`config.mk`:
```
export PLATFORM = sky130hd
export DESIGN_NAME = onehot_encoder_8to3
export DESIGN_NICKNAME = d
export VERILOG_FILES = /design/src/rtl/enc_pkg.sv /design/src/rtl/onehot_prio_enc.sv /design/src/rtl/onehot_encoder_8to3.sv
export SDC_FILE = /design/constraint.sdc
export NUM_CORES = 1
export LEC_CHECK = 0
export CORE_MARGIN = 4
export CORE_UTILIZATION = 45
export CTS_BUF_LIST = sky130_fd_sc_hd__clkbuf_16
export CTS_CLUSTER_DIAMETER = 50
export CTS_CLUSTER_SIZE = 24
export DETAILED_ROUTE_END_ITERATION = 6
export PLACE_DENSITY = 0.81
export SETUP_SLACK_MARGIN = 0.2
export SYNTH_ARGS = -nofsm -noshare
export SYNTH_HDL_FRONTEND = slang
export SYNTH_SLANG_ARGS = --single-unit
```
`constraint.sdc`:
```
create_clock -name sys_clk -period 2.1 [get_ports sys_clk]
set_clock_uncertainty 0.05 [all_clocks]
set_input_delay 0.42 -clock sys_clk [delete_from_list [all_inputs] [get_ports sys_clk]]
set_output_delay 0.42 -clock sys_clk [all_outputs]
set_load 0.01 [all_outputs]
```
`src/rtl/enc_pkg.sv`:
```
// Shared constants, state type and word classification for the one-hot encoder.
package enc_pkg;

  localparam int ONEHOT_W = 8;
  localparam int CODE_W   = 3;

  typedef enum logic {
    EMPTY = 1'b0,
    FULL  = 1'b1
  } state_e;

  typedef enum logic [1:0] {
    ONEHOT = 2'd0,
    ZERO   = 2'd1,
    MULTI  = 2'd2
  } word_cls_e;

  // w & (w-1) clears the lowest set bit; nothing left means at most one bit was set.
  function automatic word_cls_e classify(input logic [ONEHOT_W-1:0] w);
    if (w == '0) return ZERO;
    if ((w & (w - 1'b1)) == '0) return ONEHOT;
    return MULTI;
  endfunction

endpackage

```
`src/rtl/onehot_prio_enc.sv`:
```
// Combinational one-hot to binary encoder with selectable multi-hot priority.
module onehot_prio_enc
  import enc_pkg::*;
#(
  parameter bit PRIO_MSB = 1'b1
) (
  input  logic [ONEHOT_W-1:0] word,
  output logic [CODE_W-1:0]   code,
  output logic                zero,
  output logic                multi
);

  word_cls_e cls;

  // The scan direction decides which set bit is written last and therefore wins.
  always_comb begin
    cls   = classify(word);
    zero  = (cls == ZERO);
    multi = (cls == MULTI);
    code  = '0;
    if (PRIO_MSB) begin
      for (int i = 0; i < ONEHOT_W; i++) begin
        if (word[i]) code = CODE_W'(i);
      end
    end else begin
      for (int i = ONEHOT_W - 1; i >= 0; i--) begin
        if (word[i]) code = CODE_W'(i);
      end
    end
  end

endmodule

```
`src/rtl/onehot_encoder_8to3.sv`:
```
// Registered one-hot to binary encoder with valid/ready handshake and a
// saturating count of zero / multi-hot words.
module onehot_encoder_8to3
  import enc_pkg::*;
#(
  parameter int PRIO_MSB = 1,
  parameter int ERR_W    = 8
) (
  input  logic                sys_clk,
  input  logic                sys_rst,
  input  logic [ONEHOT_W-1:0] in_data,
  input  logic                in_valid,
  output logic                in_ready,
  output logic [CODE_W-1:0]   out_code,
  output logic                out_zero,
  output logic                out_multi,
  output logic                out_valid,
  input  logic                out_ready,
  output logic [ERR_W-1:0]    err_cnt,
  input  logic                err_clr
);

  function automatic logic [ERR_W-1:0] sat_inc(input logic [ERR_W-1:0] v);
    return (&v) ? v : v + ERR_W'(1);
  endfunction

  logic [CODE_W-1:0] code_p0;
  logic              zero_p0;
  logic              multi_p0;
  logic              accept;
  logic              err_hit;
  logic [ERR_W-1:0]  err_base;

  logic [CODE_W-1:0] code_p1;
  logic              zero_p1;
  logic              multi_p1;
  logic [ERR_W-1:0]  err_p1;
  state_e            state_p1;
  state_e            state_nxt;
  logic              vld_p1;

  onehot_prio_enc #(
    .PRIO_MSB (PRIO_MSB != 0)
  ) u_enc (
    .word  (in_data),
    .code  (code_p0),
    .zero  (zero_p0),
    .multi (multi_p0)
  );

  assign vld_p1   = (state_p1 == FULL);
  assign in_ready = !vld_p1 || out_ready;
  assign accept   = in_valid && in_ready;
  assign err_hit  = accept && (zero_p0 || multi_p0);
  // Clear takes effect before the increment so a clear with an error lands on 1.
  assign err_base = err_clr ? '0 : err_p1;

  always_comb begin
    state_nxt = state_p1;
    case (state_p1)
      EMPTY:   if (accept) state_nxt = FULL;
      FULL:    if (!accept && out_ready) state_nxt = EMPTY;
      default: state_nxt = EMPTY;
    endcase
  end

  // ---- stage p0 -> p1: output register, FSM and error counter ----
  always_ff @(posedge sys_clk) begin
    if (sys_rst) begin
      state_p1 <= EMPTY;
      code_p1  <= '0;
      zero_p1  <= 1'b0;
      multi_p1 <= 1'b0;
      err_p1   <= '0;
    end else begin
      state_p1 <= state_nxt;
      if (accept) begin
        code_p1  <= code_p0;
        zero_p1  <= zero_p0;
        multi_p1 <= multi_p0;
      end
      err_p1 <= err_hit ? sat_inc(err_base) : err_base;
    end
  end

  assign out_code  = code_p1;
  assign out_zero  = zero_p1;
  assign out_multi = multi_p1;
  assign out_valid = vld_p1;
  assign err_cnt   = err_p1;

endmodule

```
==> impl_metrics.ini, run 1 <==
[outcome]
status = finished, final reports clean

[yosys]
synth_area_um2 = 889.6
synth_cells = 105
synth-edff-count = 0
synth_area_leaders = dfxtp_1 32%, a21oi_1 5.6%, nor2_1 4.2%, mux2_1 3.8%, nand3_1 2.8%
synth.distinct_cells = 39
synth_most_common_cell = dfxtp_1
netlist_top_cells_count = 14 x dfxtp_1, 10 x a21oi_1, 10 x nor2_1
synth-async-reset-ratio_pct = 0
yosysTopAreaCellShare_pct = 31.50
synth.avg_cell_area_um2 = 8.472
synth_seq_cells = 14
synth.yosys.seq_area_share_pct = 31.50
synthesis.nets = 119
yosysWarnings = 0
synth_top_cell_by_area = dfxtp_1
synth_top_flop_cell = dfxtp_1

[detailed_routing]
drt-initial-drc-count = 21
routed_via_density = 5.787
vias = 1088
drc = 0
wl_per_cell_um = 17.54
drtAntennaViolNets = 0
first_pass_iters = 4
wirelength_um = 3297

[placement]
dp_slack_ns = -0.4283
dp_hpwl_um = 2155
port_buffers = 27
place_area_um2 = 1384
globalplace.congestion = 0.8989

[job]
cap_violations = 0

[setup_path]
crit_path_max_fanout = 6
end_kind = flip-flop
critical_path.max_stage_delay_ns = 0.39
crit_chain = dlygate4sd2_1 -> xnor2_2 -> nor3_4 -> o311a_4 -> buf_4 -> or3_1 -> a21oi_1
timing.rr.end = err_cnt[2]
startpoint_type = input port
arrival_ns = 2.03
cp.required_ns = 2.22
r2r_cells = 7
critPathKind = input port to flip-flop
r2r_start = err_cnt[1]
r2r_slack_ns = 0.19
crit_slowest_cell = o311a_4

[power]
p_leak_nw = 0.6240
comb_power_share_pct = 22.6
vdd_drop_max_mv = 0.5345
p_per_area_nw_per_um2 = 525.1
switching_share_pct = 24.45
p_clk_share_pct = 43.0
p_int_mw = 0.6195
seq_power_share_pct = 34.4
netSwitchingPower_mw = 0.2005

[grt]
antenna_found_initial = 0
grt_pass1_vias = 1100
overflow = 0
grt_pass1_wl_um = 4974
grt_max_degree = 10
grt.total_usage_pct = 24.84

[final_layout]
regArea_um2 = 282.8
multi_input_area_um2 = 686.9
n_antenna_cell = 0
syn_to_final_growth_pct = 75.53
final_util_pct = 86.67
finalNetCount = 179
nFillCells = 87
final_cell_area_um2 = 1562
drive_gt1_share_pct = 39.26

[clock_tree]
cts_buffer_depth = 2
clock_tree.htree_level_count = 1
cts.sinks = 14
cts_tree = yes
clk_pin_slew_ns = 0.05
clk_latency_ns = 0.24
cts_root_buf = clkbuf_16
hold_buffers = 0
cts_made_buffers = 3

[floorplan]
pin_count = 28
die_w_um = 52.46
die-height_um = 52.46
die-area_um2 = 2752
rows = 15
start_util_pct = 49.37
coreArea_um2 = 1802

[timing]
min_period_ns = 1.911
relSlewSlack_pct = 72.96
fin_setup_tns_ns = 0
worstMarginPinSlew_ns = 0.4049
fin_crit_sh_pct = 91.02
layout_setup_ws_ns = 0.1885
slew_viol_final = 0
finalHoldViolations = 0
setup_viol = 0
rsz0062_at_grt = yes
fmax_ghz = 0.5232

[min_path]
hold_depth = 2
holdPathEnd = out_code[2]
hp-class = flip-flop to flip-flop
hold_start = out_code[2]
## worst max-delay path by stage
stage / startpoint / endpoint / cells after the start
after detailed placement: in_data[3] / err_cnt[4] / 6
after global routing: in_data[6] / err_cnt[6] / 7
after global placement: in_data[3] / err_cnt[4] / 6
after floorplan: err_clr / err_cnt[2] / 7
after CTS: err_clr / err_cnt[2] / 8
final: in_data[6] / err_cnt[0] / 7
## registers in the layout (all words and copies together) (netlist names)
name and flops:
err_cnt 8, out_code 3, out_multi 1, out_valid 1, out_zero 1
## power groups by stage
| stage | sequential (mW) | clock [mW] | combinational, mW |
|---|---|---|---|
| finish | 0.282 | 0.352 | 0.186 |
| global route | 0.283 | 0.371 | 0.198 |
| CTS | 0.282 | 0.357 | 0.173 |
| detailed placement | 0.287 | 0 | 0.162 |
| global placement | 0.286 | 0 | 0.157 |
| floorplan | 0.291 | 0 | 0.0570 |
## what timing repair did
item | in CTS | in global routing
setup buffers | 1 | 4
gates resized for setup | 30 | 18
pin swaps | 7 | 11
setup endpoints to repair | 10 | 8
## layout make-up
class	count	share of cell area, %
Multi-Input combinational cell	84	43.99
Timing Repair Buffer	57	29.89
Sequential cell	14	18.11
Clock buffer	3	4.808
Tap cell	25	2.003
Inverter	5	1.202
## cells by family after synthesis
family          after synthesis  share of synthesized area (%)
simple gates                 46                          30.38
compound gates               30                          25.60
flops                        14                          31.51
buf+inv                       7                          2.954
mux                           4                          4.922
fa+ha+maj                     3                          3.657
xor+xnor                      1                         0.9847
## cells in the final DEF (no fill, tap or decap), types with 5 or more instances in the layout
cell	instances
buf_4	30
clkdlybuf4s50_1	17
dfxtp_1	12
nor2_1	10
a21oi_1	9
inv_1	5
o21ai_0	5
## stage by stage
| stage | instances | hold slack (ns) | total power [mW] |
|---|---|---|---|
| 2_1_floorplan | 105 | 0.4684 | 0.3478 |
| 3_3_place_gp | 180 | 0.4318 | 0.4432 |
| 3_5_place_dp | 180 | 0.4655 | 0.4484 |
| 4_1_cts | 184 | 0.4716 | 0.8118 |
| 5_1_grt | 188 | 0.4734 | 0.8518 |
| 6_report | 188 | 0.4502 | 0.8200 |
## worst max-delay path: cells and delay by family
kind	cells	cell delay (ns)
AOI/OAI and AO/OA	2	0.54
buffers and inverters	2	0.43
xor gates and xnor gates	1	0.21
and+or+nand+nor	2	0.43
## routing by layer
layer	vias up	GRT usage (%)	share of wire, %
li1	514	-	-
met1	536	28.32	43
met2	33	43.60	51
met3	5	6.553	4.9
met4	0	9.362	1.0
met5	-	0	0
Note: power is estimated with default switching activity, not from simulation.
==> run 2, diff against run 1 <==
--- a/config.mk
+++ b/config.mk
@@ -6,12 +6,12 @@
 export NUM_CORES = 1
 export LEC_CHECK = 0
 export CORE_MARGIN = 4
-export CORE_UTILIZATION = 45
+export CORE_UTILIZATION = 35
 export CTS_BUF_LIST = sky130_fd_sc_hd__clkbuf_16
 export CTS_CLUSTER_DIAMETER = 50
 export CTS_CLUSTER_SIZE = 24
 export DETAILED_ROUTE_END_ITERATION = 6
-export PLACE_DENSITY = 0.81
+export PLACE_DENSITY = 0.66
 export SETUP_SLACK_MARGIN = 0.2
 export SYNTH_ARGS = -nofsm -noshare
 export SYNTH_HDL_FRONTEND = slang
==> run 2 against run 1 <==
Sequential power is essentially flat. Highest routed layer unchanged. Core utilization decreased by 24 points. Global-route usage decreased by 7.8 points. Final area fell by 1.0%. Count of clock-buffer cells in the layout unchanged. Critical endpoint is now err_cnt[2]. Via count fell by 3.9%. Die area increased by 24%. Register-to-register slack barely moved. Combinational power down 7%. Largest power group unchanged.
==> impl_metrics.ini, run 2 (same netlist as run 1, synthesis figures left out) <==
[clock_tree]
cts.sinks = 14
cts_buffer_depth = 2
clock_tree.htree_level_count = 1
cts_root_buf = clkbuf_16
hold_buffers = 0
cts_tree = yes
clk_pin_slew_ns = 0.04
cts_made_buffers = 3
clk_latency_ns = 0.24

[power]
p_leak_nw = 0.6078
netSwitchingPower_mw = 0.1965
switching_share_pct = 24.22
p_per_area_nw_per_um2 = 525.1
vdd_drop_max_mv = 0.4183
seq_power_share_pct = 34.8
comb_power_share_pct = 21.3
p_clk_share_pct = 43.9
p_int_mw = 0.6149

[detailed_routing]
vias = 1046
wl_per_cell_um = 14.85
first_pass_iters = 4
routed_via_density = 5.505
drc = 0
drtAntennaViolNets = 0
wirelength_um = 2821
drt-initial-drc-count = 19

[final_layout]
syn_to_final_growth_pct = 73.70
final_common_cell = buf_4
largest_reg_flops = 8
n_antenna_cell = 0
mostFrequentLayoutCells = 29 x buf_4, 18 x clkdlybuf4s50_1, 12 x dfxtp_1
final_cell_area_um2 = 1545
drive_gt1_share_pct = 40.00
finalNetCount = 176

[setup_path]
end_kind = flip-flop
r2r_cells = 7
crit_path_max_fanout = 3
cp.required_ns = 2.18
arrival_ns = 1.98
startpoint_type = flip-flop
critPathKind = flip-flop to flip-flop

[grt]
grt_pass1_wl_um = 4512
grt.total_usage_pct = 17.02
grt_max_degree = 9
overflow = 0
antenna_found_initial = 0
grt_pass1_vias = 1055

[floorplan]
pin_count = 28
die-area_um2 = 3412
start_util_pct = 36.24
die_w_um = 58.42
die-height_um = 58.42
coreArea_um2 = 2455
rows = 18

[timing]
relSlewSlack_pct = 76.56
min_period_ns = 1.905
fmax_ghz = 0.5250
layout_setup_ws_ns = 0.1952
setup_viol = 0
rsz0062_at_grt = yes
slew_viol_final = 0
worstMarginPinSlew_ns = 0.3506
fin_setup_tns_ns = 0
fin_crit_sh_pct = 90.70
finalHoldViolations = 0
whs_ns = 0.4409

[min_path]
hold_depth = 2
hp-class = flip-flop to flip-flop

[outcome]
status = finished, final reports clean

[placement]
place_area_um2 = 1383
port_buffers = 27
globalplace.congestion = 0.8869
dp_hpwl_um = 1995
dp_slack_ns = -0.3911

[job]
cap_violations = 0
==> run 2: area by class of cell <==
cell class | instances | area [um2]
multi-input combinational | 84 | 694.4
clock buffer | 3 | 75.07
timing repair buffer | 54 | 436.7
fill | 221 | 909.6
sequential | 14 | 282.8
inverter | 5 | 18.77
tap | 30 | 37.54
==> run 2: power groups by stage <==
stage                     sequential (mW)  clock, mW  combinational (mW)
after detailed placement            0.287          0               0.160
after global placement              0.287          0               0.158
after CTS                           0.282      0.363               0.169
after floorplan                     0.291          0              0.0570
final                               0.282      0.356               0.173
after global routing                0.283      0.372               0.187
==> run 2: critical path: stages, from the launching register on <==
cell and delay, ns:
dfxtp_2 0.33, nor2b_4 0.18, ha_4 0.15, nand4b_1 0.16, or3_4 0.38, and2_4 0.17, nand3_2 0.07, mux2_4 0.29
==> run 2: layer usage <==
layer  GRT usage, %  vias to the layer above  part of all wire [%]
met4          9.603                        0                   1.9
met1          18.40                      501                    40
met2          31.42                       33                    53
met5              0                        -                     0
li1               -                      507                     -
met3          2.193                        5                   4.8
==> run 2: timing repair <==
action / 4_1_cts / 5_1_grt
gates resized for setup: 32 / 23
setup endpoints to repair: 9 / 7
pin swaps: 9 / 9
buffers inserted: 2 / 1
==> run 2: worst paths after layout <==
kind,endpoint,slack (ns),from
min reg2reg,out_zero,0.44,out_zero
max reg2reg,err_cnt[2],0.20,err_cnt[0]
min,out_zero,0.44,out_zero
max,err_cnt[2],0.20,err_cnt[0]
==> run 2: per-stage QoR <==
step,power [mW],cells,util [%]
2_1_floorplan,0.3478,105,-
3_3_place_gp,0.4445,184,56.32
3_5_place_dp,0.4468,184,56.32
4_1_cts,0.8138,189,62.33
5_1_grt,0.8414,190,62.95
6_report,0.8114,190,62.95
==> run 3, diff against run 2 <==
--- a/config.mk
+++ b/config.mk
@@ -8,7 +8,7 @@
 export CORE_MARGIN = 4
 export CORE_UTILIZATION = 35
 export CTS_BUF_LIST = sky130_fd_sc_hd__clkbuf_16
-export CTS_CLUSTER_DIAMETER = 50
+export CTS_CLUSTER_DIAMETER = 80
 export CTS_CLUSTER_SIZE = 24
 export DETAILED_ROUTE_END_ITERATION = 6
 export PLACE_DENSITY = 0.66
==> results of run 3 <==
Final layout, timing and power as in run 2 (identical DEF).
